## src/rtl/fifo_stream_reader.sv

```systemverilog
// fifo_stream_reader: drains an asynchronous_FIFO read port into a valid/ready stream with burst m_last.
// Ports:
//   clk, rst      read-domain clock, asynchronous active-low reset
//   empty, rdata  FIFO status and read data (rdata valid the cycle after r_en)
//   r_en          FIFO pop request
//   m_valid, m_ready, m_data, m_last   output stream; m_last marks every burst_len-th word
//   word_cnt      16-bit accepted-word counter, only when FIFO_READER_CNT_EN is defined
module fifo_stream_reader #(
    parameter int datasize  = 8,
    parameter int burst_len = 4
) (
    input  logic                clk,
    input  logic                rst,
    input  logic                empty,
    input  logic [datasize-1:0] rdata,
    output logic                r_en,
    output logic                m_valid,
    input  logic                m_ready,
    output logic [datasize-1:0] m_data,
    output logic                m_last
`ifdef FIFO_READER_CNT_EN
    ,
    output logic [15:0]         word_cnt
`endif
);
    localparam int BW = burst_len > 1 ? $clog2(burst_len) : 1;
    localparam logic [BW-1:0] LAST = BW'(burst_len - 1);
    logic [1:0]          occ_q, occ_d, occ_p, slots;
    logic                infl_q;
    logic [BW-1:0]       bcnt_q, bcnt_d;
    logic [datasize-1:0] b0_q, b0_d, b1_q, b1_d;
    logic                pop;
    assign pop     = m_valid & m_ready;
    assign slots   = occ_q + {1'b0, infl_q};
    // slots counts buffered plus in-flight words; a pop this cycle frees room for one more request
    assign r_en    = rst & !empty & ((slots < 2'd2) | ((slots == 2'd2) & pop));
    assign m_valid = (occ_q != 2'd0);
    assign m_data  = b0_q;
    assign m_last  = m_valid & (bcnt_q == LAST);
    always_comb begin
        occ_p  = occ_q - {1'b0, pop};
        b0_d   = pop ? b1_q : b0_q;
        b1_d   = b1_q;
        // the arriving word lands behind whatever survives this cycle's pop
        if (infl_q) begin
            if (occ_p == 2'd0) b0_d = rdata;
            else b1_d = rdata;
        end
        occ_d  = occ_p + {1'b0, infl_q};
        bcnt_d = pop ? ((bcnt_q == LAST) ? '0 : bcnt_q + 1'b1) : bcnt_q;
    end
    always_ff @(posedge clk or negedge rst) begin
        if (!rst) begin
            occ_q  <= '0;
            infl_q <= 1'b0;
            bcnt_q <= '0;
            b0_q   <= '0;
            b1_q   <= '0;
        end else begin
            occ_q  <= occ_d;
            infl_q <= r_en;
            bcnt_q <= bcnt_d;
            b0_q   <= b0_d;
            b1_q   <= b1_d;
        end
    end
`ifdef FIFO_READER_CNT_EN
    logic [15:0] cnt_q, cnt_d;
    assign cnt_d    = cnt_q + {15'd0, pop};
    assign word_cnt = cnt_q;
    always_ff @(posedge clk or negedge rst) begin
        if (!rst) cnt_q <= '0;
        else cnt_q <= cnt_d;
    end
`endif
endmodule
```

## config.mk

```make
export PLATFORM = sky130hd
export DESIGN_NAME = fifo_stream_reader
export DESIGN_NICKNAME = d
export VERILOG_FILES = /design/src/rtl/fifo_stream_reader.sv
export SDC_FILE = /design/constraint.sdc
export NUM_CORES = 1
export LEC_CHECK = 0
export ABC_AREA = 1
export CAP_MARGIN = 25
export CELL_PAD_IN_SITES_DETAIL_PLACEMENT = 1
export CELL_PAD_IN_SITES_GLOBAL_PLACEMENT = 2
export CORE_AREA = 3 3 68 70
export DETAILED_ROUTE_END_ITERATION = 10
export DIE_AREA = 0 0 71 73
export GPL_ROUTABILITY_DRIVEN = 0
export GPL_TIMING_DRIVEN = 0
export PLACE_DENSITY_LB_ADDON = 0.1
export REMOVE_ABC_BUFFERS = 1
export SLEW_MARGIN = 5
export SYNTH_ARGS = -nofsm -noshare
export SYNTH_HDL_FRONTEND = slang
export SYNTH_SLANG_ARGS = --single-unit
```

## constraint.sdc

```tcl
create_clock -name clk -period 1.5 [get_ports clk]
set_input_delay 0.15 -clock clk [delete_from_list [all_inputs] [get_ports clk]]
set_output_delay 0.15 -clock clk [all_outputs]
set_load 0.02 [all_outputs]
```

==> results summary <==
The run finished, with violations left. The final reports fail on setup timing. The region available for standard cell placement spans 4029 um2.

In this run the worst setup path terminates at b1_q[4]. Setup violations remaining at the end of the flow were counted as 18. For this configuration, the core starts out at a cell density of 25.99%. For this run, the detailed router's first-pass iteration total came to 4. The cell internal power dissipation is 0.001833 W. The power per cell area is 1969 nW/um2. The total routed wirelength came out at ~3.1 mm. The register clock-pin slew on the reported worst setup and hold paths is 0.08 ns. Counting cells, the worst reg-to-reg path comes to 8. Counting the fill cells in the layout gives 474. In this run the deepest clock path goes through 2 buffers. The final critical path takes up 106.3% of the cycle. The power after layout is 0.003136 W. In the detailed route, the total length drawn on met2 is 1.566 mm. The final routed DRC violation total is 0. VDD sags by at most 0.5031 mV. For this block, the initial DRC count from the detailed router was 24. In the routed layout, each cell is associated on average with a via count of around 4.4. The minimum clock period after layout came out at ~1.6 ns. The critical-path maximum fanout is 8. The via count is 942. The clock network latency to the later pin of the worst-skew pair came out at about 0.26 ns. The data required time of the critical path is 1.69 ns.

The per-instance average area after synthesis is 8.378 um2. Synthesis instantiated 18 different standard cells from the library. The post-layout net count is 179. The total number of clock tree sinks is 21. The count of buffers inserted at the top-level ports came out at 22. The worst-case setup margin in the final layout is -0.09405 ns. The startpoint identified for the worst register-to-register timing path is occ_q[1]. The startpoint class of the critical path is a flip-flop. Entering global routing, the biggest net connects 17 pins. In this run the worst setup path begins at occ_q[1]. After detailed routing, no signal wire sits above met4.

The growth of design area from synthesis to finish is 52.09%. Pin placement for this block handled 23 I/O pins. The horizontal die dimension came out at just over 70 um. The arrival time at the worst endpoint is 1.78 ns. The endpoint of the worst-slack reg-to-reg timing path is b1_q[4]. The number of endpoints with negative hold slack in the final report is 0. The setup path with the least slack is of type flip-flop to flip-flop. For the pin with the worst max-slew slack, the measured transition is 0.6222 ns. The vertical die dimension is 73 um.

Counting the buffers created by CTS gives 3. The relative contribution of sequential cells to total power came out at 31.2%. The wire-length estimate of the detail-placed layout is 1.904 mm. The clock network fraction of design power came out at between 10 and 15%.

The gate count of the mapped netlist came out at 125. The synthesized flop and latch total came out at 21. The routed wire length on met3 is 86 um. The switching power is approximately 0.0013 W. The worst slew slack as a fraction of its limit is 58.52%. Setup repair after global routing could not meet its margin everywhere. The placed instance area is approximately 1300 um2.

The global route total overflow came out at 0. Across the run, the number of max-cap violations was 0. The clock tree skew after final layout is 0.006997 ns. The first global-routing pass estimated 4.685 mm of wire. The proportion of power drawn by combinational gates is 56.7%. The register area share after synthesis came out at 50.18%.

The number of warnings issued by yosys is 0. The via count of the first global-routing pass is 965. The number of max-slew violations in the final report came out at 0. The initial antenna violation count was 0. The final design instance area without fill came out at 1593 um2. The final hold slack is between 0.005 and 0.006 ns. Dividing the detail-routed wire length by the instance count gives 14.55 um. The combined global-route utilization of all metal layers came out at 11.61%. The die covers 5183 um2. For this design the static power due to leakage is roughly 0.78 nW.

The count of nets left with antenna violations once routing finished came out at 0. In this run the worst hold path is classified as input pin to asynchronous set/reset pin. The routed metal-1 wire length is ~1.4 mm. The netlist area before placement came out at ~1000 um2. The proportion of total power due to net switching is between 40% and 50%. The H-tree depth reported by CTS is 1. The share of cells above drive strength 1 came out at 29.63%. In this run the core area contains 23 standard-cell rows. The number of antenna diodes came out at 0.

Setup slack on the worst reg-to-reg path comes out at -0.09 ns. The fmax is 627.3 MHz. TritonCTS built the clock tree. The worst setup path is captured at a flip-flop. The root buffer cell is sky130_fd_sc_hd__clkbuf_8.
==> flip-flops by register name (all words and copies together), names as in the netlist <==
| name | count |
|---|---|
| b1_q | 8 |
| m_data | 8 |
| bcnt_q | 2 |
| occ_q | 2 |
| infl_q | 1 |
==> metal layers <==
metal  track usage (%)  up-vias
li1                  -      461
met1             13.92      466
met2             21.11       13
met3             1.515        2
met4             4.384        0
met5                 0        -
==> synth_stat cells <==
cell type                 instances  share of area (%)
sky130_fd_sc_hd__nand2_1         31                 11
sky130_fd_sc_hd__dfrtp_1         21                 50
sky130_fd_sc_hd__inv_1           20                7.2
sky130_fd_sc_hd__nand3_1         17                8.1
sky130_fd_sc_hd__nor2_1           9                3.2
sky130_fd_sc_hd__a21oi_1          7                3.3
sky130_fd_sc_hd__ha_1             4                4.8
sky130_fd_sc_hd__inv_2            3                1.1
sky130_fd_sc_hd__a21oi_2          2                1.7
sky130_fd_sc_hd__buf_2            2               0.96
sky130_fd_sc_hd__xor2_1           2                1.7
sky130_fd_sc_hd__buf_6            1                1.1
sky130_fd_sc_hd__nand2_4          1                1.1
sky130_fd_sc_hd__nand3_2          1               0.96
sky130_fd_sc_hd__o21a_1           1               0.72
sky130_fd_sc_hd__o21ai_1          1               0.48
sky130_fd_sc_hd__o21ai_4          1                1.6
sky130_fd_sc_hd__xnor2_1          1               0.84
==> what timing repair did <==
action,in CTS,in global routing
setup endpoints to repair,23,20
setup buffers,8,3
gates resized for setup,24,15
hold buffers,0,0
gates cloned,0,2
pin swaps,9,4
==> worst max-delay path, stage by stage (launching register included) <==
cell and delay (ns):
sky130_fd_sc_hd__dfrtp_2 0.45, sky130_fd_sc_hd__o21ai_4 0.18, sky130_fd_sc_hd__inv_2 0.07, sky130_fd_sc_hd__ha_4 0.27, sky130_fd_sc_hd__inv_4 0.04, sky130_fd_sc_hd__o21ai_4 0.19, sky130_fd_sc_hd__buf_12 0.17, sky130_fd_sc_hd__nor2_1 0.04
sky130_fd_sc_hd__a21oi_1 0.10
==> area by class of cell <==
class	count	area [um2]	area share [%]
well taps	50	62.56	3.928
repair buffers	35	345.3	21.68
multi-input cells	79	514.2	32.29
inverters	23	96.34	6.049
flip-flops and latches	21	529.3	33.23
clock buffers	4	45.04	2.828
==> cells in the final DEF, fill, tap and decap left out <==
| cell | Yosys | final |
|---|---|---|
| sky130_fd_sc_hd__o21a_1 | 1 | 1 |
| sky130_fd_sc_hd__nand3_1 | 17 | 16 |
| sky130_fd_sc_hd__dfrtp_2 | 0 | 3 |
| sky130_fd_sc_hd__inv_2 | 3 | 2 |
| sky130_fd_sc_hd__ha_4 | 0 | 2 |
| sky130_fd_sc_hd__clkbuf_2 | 0 | 1 |
| sky130_fd_sc_hd__dlygate4sd2_1 | 0 | 2 |
| sky130_fd_sc_hd__inv_1 | 20 | 18 |
| sky130_fd_sc_hd__ha_1 | 4 | 1 |
| sky130_fd_sc_hd__clkbuf_16 | 0 | 1 |
| sky130_fd_sc_hd__clkdlybuf4s15_1 | 0 | 1 |
| sky130_fd_sc_hd__clkbuf_8 | 0 | 3 |
| sky130_fd_sc_hd__nand3_4 | 0 | 1 |
| sky130_fd_sc_hd__nor2_1 | 9 | 4 |
| sky130_fd_sc_hd__clkbuf_1 | 0 | 1 |
| sky130_fd_sc_hd__xnor2_2 | 0 | 1 |
| sky130_fd_sc_hd__buf_4 | 0 | 11 |
| sky130_fd_sc_hd__ha_2 | 0 | 1 |
| sky130_fd_sc_hd__dfrtp_1 | 21 | 18 |
| sky130_fd_sc_hd__inv_6 | 0 | 1 |
| sky130_fd_sc_hd__inv_4 | 0 | 2 |
| sky130_fd_sc_hd__o21ai_4 | 1 | 2 |
| sky130_fd_sc_hd__nand2_1 | 31 | 31 |
| sky130_fd_sc_hd__clkdlybuf4s50_1 | 0 | 17 |
| sky130_fd_sc_hd__a21oi_1 | 7 | 2 |
| sky130_fd_sc_hd__buf_12 | 0 | 1 |
| sky130_fd_sc_hd__nand3_2 | 1 | 2 |
| sky130_fd_sc_hd__a21oi_2 | 2 | 7 |
| sky130_fd_sc_hd__nand2_4 | 1 | 1 |
| sky130_fd_sc_hd__nor2_2 | 0 | 5 |
| sky130_fd_sc_hd__buf_8 | 0 | 1 |
| sky130_fd_sc_hd__xor2_1 | 2 | 2 |
==> through the flow <==
stage                     setup WS (ns)  util [%]  cells  setup TNS, ns
after CTS                       -0.1078     37.17    207         -1.525
final                          -0.09405     39.53    212        -0.9163
after detailed placement         -1.327     32.86    195         -24.36
after global routing            -0.1891     39.53    212         -2.769
after global placement           -1.292     32.48    194         -24.76
after floorplan                 -0.4792         -    122         -6.972
==> power by group through the flow <==
stage          Sequential [W]  Combinational [W]  Clock (W)
2_1_floorplan         0.00107           0.000714          0
3_3_place_gp         0.000973            0.00126          0
3_5_place_dp         0.000989            0.00131          0
4_1_cts              0.000989            0.00157   0.000406
5_1_grt               0.00102            0.00195   0.000429
6_report             0.000978            0.00178   0.000381
==> kinds of logic (layout without fill, tap and decap cells) <==
logic type	after synthesis	count (layout)	share of synthesized area, %
compound gates	12	12	7.766
xor+xnor	3	3	2.509
fa+ha+maj	4	4	4.779
buf+inv	26	62	10.27
flops	21	21	50.18
simple gates	59	60	24.49
==> worst min-delay path by stage <==
stage                          from         to  slack (ns)  cells after the start
final                           rst    b1_q[5]       0.005                      1
after global routing            rst  m_data[5]        0.02                      1
after CTS                       rst  m_data[2]        0.02                      1
after detailed placement  bcnt_q[1]  bcnt_q[1]        0.50                      2
after global placement    bcnt_q[1]  bcnt_q[1]        0.48                      2
after floorplan                 rst    b1_q[0]       -0.15                      0
No activity file was read; power rests on OpenSTA's default activity.
